===== src/rtl/seg_scan_ctrl.sv =====
// seg_scan_ctrl: multiplexed digit scanner for a DIGITS x SEGW segment display.
// A write-port buffer holds one raw pattern per digit; a prescaler tick walks
// each digit slot through 16 phases (blank, lit, dark) to set brightness.
module seg_scan_ctrl #(
    parameter int DIGITS = 10,
    parameter int SEGW   = 8,
    parameter int DIV_W  = 16
) (
    input  logic              clk,
    input  logic              rst,
    input  logic              enable,
    input  logic [DIV_W-1:0]  div,
    input  logic [3:0]        bright,
    input  logic              wr_en,
    input  logic [3:0]        wr_addr,
    input  logic [SEGW-1:0]   wr_data,
    output logic [DIGITS-1:0] sel,
    output logic [SEGW-1:0]   segm,
    output logic              frame_done
);

    localparam int            AW   = $clog2(DIGITS);
    localparam logic [AW-1:0] LAST = AW'(DIGITS - 1);

    typedef enum logic [1:0] {IDLE, BLANK, ON, DARK} state_t;

    logic [SEGW-1:0]  seg_buf [DIGITS];
    state_t           state, nstate;
    logic [3:0]       phase, nphase, phase_inc;
    logic [AW-1:0]    digit, ndigit;
    logic [DIV_W-1:0] count, ncount;
    logic             tick, wrap;

    // Pattern buffer: accepts writes in every state, out-of-range addresses dropped.
    always_ff @(posedge clk or posedge rst) begin
        if (rst) begin
            // NOTE: this buffer is reset on purpose so a restarted scan never shows stale patterns.
            seg_buf <= '{default: '0};
        end else if (wr_en && ({28'd0, wr_addr} < 32'(DIGITS))) begin
            seg_buf[wr_addr[AW-1:0]] <= wr_data;
        end
    end

    // Next-state logic: prescaler, phase sequencing and slot advance.
    always_comb begin
        // NOTE: every output gets a default first so no path leaves one unassigned (no latch).
        nstate    = state;
        nphase    = phase;
        ndigit    = digit;
        ncount    = count;
        wrap      = 1'b0;
        tick      = (count == div);
        phase_inc = phase + 4'd1;
        if (!enable) begin
            nstate = IDLE;
            nphase = '0;
            ndigit = '0;
            ncount = '0;
        end else if (state == IDLE) begin
            nstate = BLANK;
            nphase = '0;
            ndigit = '0;
            ncount = '0;
        end else begin
            // A count above a lowered div simply runs on to the all-ones wrap.
            ncount = tick ? '0 : count + DIV_W'(1);
            if (tick) begin
                if (phase == 4'd15) begin
                    nphase = '0;
                    nstate = BLANK;
                    if (digit == LAST) begin
                        ndigit = '0;
                        wrap   = 1'b1;
                    end else begin
                        ndigit = digit + AW'(1);
                    end
                end else begin
                    nphase = phase_inc;
                    nstate = (phase_inc <= bright) ? ON : DARK;
                end
            end
        end
    end

    // State registers plus outputs registered from the next-state values.
    always_ff @(posedge clk or posedge rst) begin
        if (rst) begin
            state      <= IDLE;
            phase      <= '0;
            digit      <= '0;
            count      <= '0;
            sel        <= '0;
            segm       <= '0;
            frame_done <= 1'b0;
        end else begin
            // NOTE: sequential state uses non-blocking assignments so all registers update together.
            state      <= nstate;
            phase      <= nphase;
            digit      <= ndigit;
            count      <= ncount;
            sel        <= (nstate == ON) ? (DIGITS'(1) << ndigit) : '0;
            segm       <= (nstate == ON) ? seg_buf[ndigit] : '0;
            frame_done <= wrap;
        end
    end

endmodule


===== config.mk =====
export PLATFORM = sky130hd
export DESIGN_NAME = seg_scan_ctrl
export DESIGN_NICKNAME = d
export VERILOG_FILES = /design/src/rtl/seg_scan_ctrl.sv
export SDC_FILE = /design/constraint.sdc
export NUM_CORES = 1
export LEC_CHECK = 0
export CORE_ASPECT_RATIO = 0.9
export CORE_MARGIN = 2
export CORE_UTILIZATION = 35
export CTS_CLUSTER_SIZE = 30
export DETAILED_ROUTE_END_ITERATION = 8
export SYNTH_ARGS = -nofsm -noshare
export SYNTH_HDL_FRONTEND = slang
export SYNTH_SLANG_ARGS = --single-unit

===== constraint.sdc =====
create_clock -name clk -period 9.9 [get_ports clk]
set_clock_uncertainty 0.2 [all_clocks]
set_input_delay 1.485 -clock clk [delete_from_list [all_inputs] [get_ports clk]]
set_output_delay 1.485 -clock clk [all_outputs]
set_load 0.1 [all_outputs]

==> summary.md <==
| Metric | Value |
|---|---|
| Clk slew on worst S/H paths | `about 0.06 ns` |
| Die W | `around 140 µm` |
| Hold-critical path depth | `1` |
| VDD IR max | `~130 µV` |
| Clock Sinks | `between 100 and 150` |
| Reported max-cap violation count | `0` |
| Hold path endpoint | `seg_buf[46]` |
| RSZ-0062 raised after global routing | `no` |
| Top FF cell, synth | `dfrtp_1` |
| Cell Rows | `45` |
| Synth Register Bits | `125` |
| Antenna Nets Post-Route | `0` |
| Hold Path Class | `register to register` |
| Min Tclk post-route | `between 6 and 7 ns` |
| Final slew viol count | `0` |
| RR Startpoint | `count[3]` |
| Number of remaining DRC errors | `0` |
| Sequential share of power | `43.8%` |
| Net Sw Frac | `25.3%` |
| Total track usage | `about 17%` |
| DR pass1 iterations | `7` |
| Status | `finished clean` |
| Relative slew margins | `15.5%` |
| Starting Density | `between 30% and 40%` |
| F_max | `between 0.15 and 0.2 GHz` |
| Io pins | `55` |
| Later-pin clock latency in the skew report | `0.42 ns` |
| Final period util | `64.2%` |
| WL final | `approximately 15000 µm` |
| Hold Startpoint | `seg_buf[46]` |
| Post-route non-filler standard cell count | `853` |
| CP arrival | `approximately 6.5 ns` |
| Average cell area after synthesis | `~11 µm²` |
| FF-to-FF path depth | `9` |
| DR WL/cell | `17.9 µm` |
| Setup CP Type | `input pin to register` |
| Placed Cells | `approximately 800` |
| Post-Syn Instances | `563` |
| CTS resizes | `0` |
| Port Buffers | `between 50 and 60` |
| Seq/Total Area, Yosys | `about half` |
| Yosys warning count | `0` |
| Top cell type's share of synthesized area | `51.2%` |
| Number of synthesized flops with an enable pin | `0` |
| Via count | `between 4000 and 5000` |
| Power per cell area | `between 150 and 200 nW/µm²` |
| CTS root buf | `clkbuf_16` |
| Top post-synthesis cells by area | `dfrtp_1 (51%), mux2_2 (12%), a211oi_1 (7.0%)` |
| Reg2Reg Setup Slack | `about 4.6 ns` |
| Final setup vio count | `0` |
| TritonCTS buffer count | `17` |
| Area growth, synth to finish | `22.2%` |
| Total Neg Setup Slack | `0 ns` |
| CTS Hold Bufs | `0` |
| Layout cells sized above 1 | `approximately 18%` |
| Most common cell in the netlist | `dfrtp_1` |
| First-pass GRT wire length | `around 24000 µm` |
| Antenna Cells | `0` |
| Nets | `~650` |
| Hold slack | `just over 0.3 ns` |
| Vias in the first global route | `around 4400` |
| Static leakage | `3.18 nW` |
| Power share of the clock group | `around 45%` |
| Pin count of the biggest net entering global routing | `between 90 and 100` |
| DP HPWL | `around 10000 µm` |
| Area of the die | `approximately 19000 µm²` |
| Pint | `1.07 mW` |
| Commonest cells in the netlist | `dfrtp_1 (125), mux2_2 (65), a211oi_1 (57), inv_1 (38)` |
| Gr ovfl total | `0` |
| Reg2reg end | `segm[4]` |
| Die height | `roughly 130 µm` |
| Crit path max fanout | `33` |
| Setup crit start kind | `input pin` |
| Synthesized Nets | `a little over 600` |
| Mapped cell area | `around 6100 µm²` |
| Largest area contributor in the netlist | `dfrtp_1` |
| Via/cell ratio | `5.39` |
| CP required | `between 10 and 15 ns` |
| Final Hold Viols | `0` |
| First DRT Iteration DRCs | `roughly 410` |
| Logic pwr share | `between 10% and 20%` |
| Max Root-Sink Buffers | `2` |
| Initial antenna violation count | `0` |
| Setup crit end kind | `register` |
| FFs w/ async S/R, synth | `100%` |
| Placeable Area | `between 15000 and 20000 µm²` |
| Psw | `roughly 0.36 mW` |
| Post-CTS setup buffer count | `0` |
| Synth unique cells | `42` |
| Final Wtd Congestion | `between 0.8 and 0.9` |
| CTS tree | `built` |
| Clock H-tree levels | `4` |
| Worst-margin pin slew | `1.27 ns` |
-- layout by cell type (no fill, tap or decap), drive strengths merged, types with 9 or more instances in the layout --
cell type and count:
a211oi 57, a21oi 9, clkbuf 17, clkdlybuf4s50 54
dfrtp 125, inv 42, mux2 65, nand2 34
nand3 13, nor2 28, nor4 9, o21ai 35
xor2 28
-- power by group through the flow --
stage | logic (mW) | clock network (mW) | registers, mW
2_1_floorplan | 0.113 | 0 | 0.637
3_3_place_gp | 0.163 | 0 | 0.635
6_report | 0.169 | 0.640 | 0.630
5_1_grt | 0.187 | 0.675 | 0.639
4_1_cts | 0.170 | 0.648 | 0.629
3_5_place_dp | 0.170 | 0 | 0.638
-- worst max-delay path: stages --
cell and delay (ns):
clkdlybuf4s50_1 0.42, xor2_1 0.16, nor4_1 0.42, nand4_1 0.61
o21ai_2 1.20, a21o_1 0.98, inv_1 0.25, nor3_2 0.51
a221o_1 0.27, and4b_1 0.21
-- layout make-up --
cell class                 instances  area, µm²
sequential                       125       3130
tap                              235        294
multi-input combinational        363       2710
clock buffer                      17        425
timing repair buffer              60        586
inverter                          38        145
fill                            1594       9530
clock inverter                    15        186
-- state kept, by name, indices dropped and copies added, names as in the netlist --
register / cells
count: 16
segm: 8
state: 2
frame_done: 1
seg_buf: 80
sel: 10
phase: 4
digit: 4
-- stage by stage --
step,worst slack [ns],total power [mW],util [%],instance area (µm²)
after CTS,3.68,1.45,43.9,7470
after detailed placement,3.27,0.807,40.3,6860
after floorplan,4.89,0.749,-,6110
final,3.54,1.44,43.9,7470
after global routing,3.22,1.50,43.9,7470
after global placement,3.43,0.798,40.3,6860
-- worst max-delay path by stage --
stage                     cells past startpoint  slack [ns]     from  endpoint
after floorplan                               1        4.89      rst  count[0]
after global placement                       10        3.43  div[10]   segm[2]
after detailed placement                     10        3.27  div[10]   segm[4]
after CTS                                    10        3.68  div[10]   segm[4]
after global routing                         10        3.22  div[10]   segm[4]
final                                        10        3.54  div[10]   segm[4]
-- per-layer routing --
metal	track usage, %	vias up	part of all wire (%)
met2	26.6	132	47
li1	-	2114	-
met1	23.6	2333	46
met4	5.94	0	1.3
met3	5.14	18	5.3
met5	0	-	0
-- logic make-up (layout without fill, tap and decap cells) --
family                   after synthesis  in the layout  synth area share (%)
AND/OR/NAND/NOR                      136            136                  12.1
AO/OA/AOI/OAI                        121            121                  13.6
XOR/XNOR                              32             32                  4.58
adder cells (fa/ha/maj)                6              6                  1.23
multiplexers                          68             68                  12.7
buffers and inverters                 75            130                  4.69
flip-flops                           125            125                  51.2
Note: power is estimated with default switching activity, not from simulation.
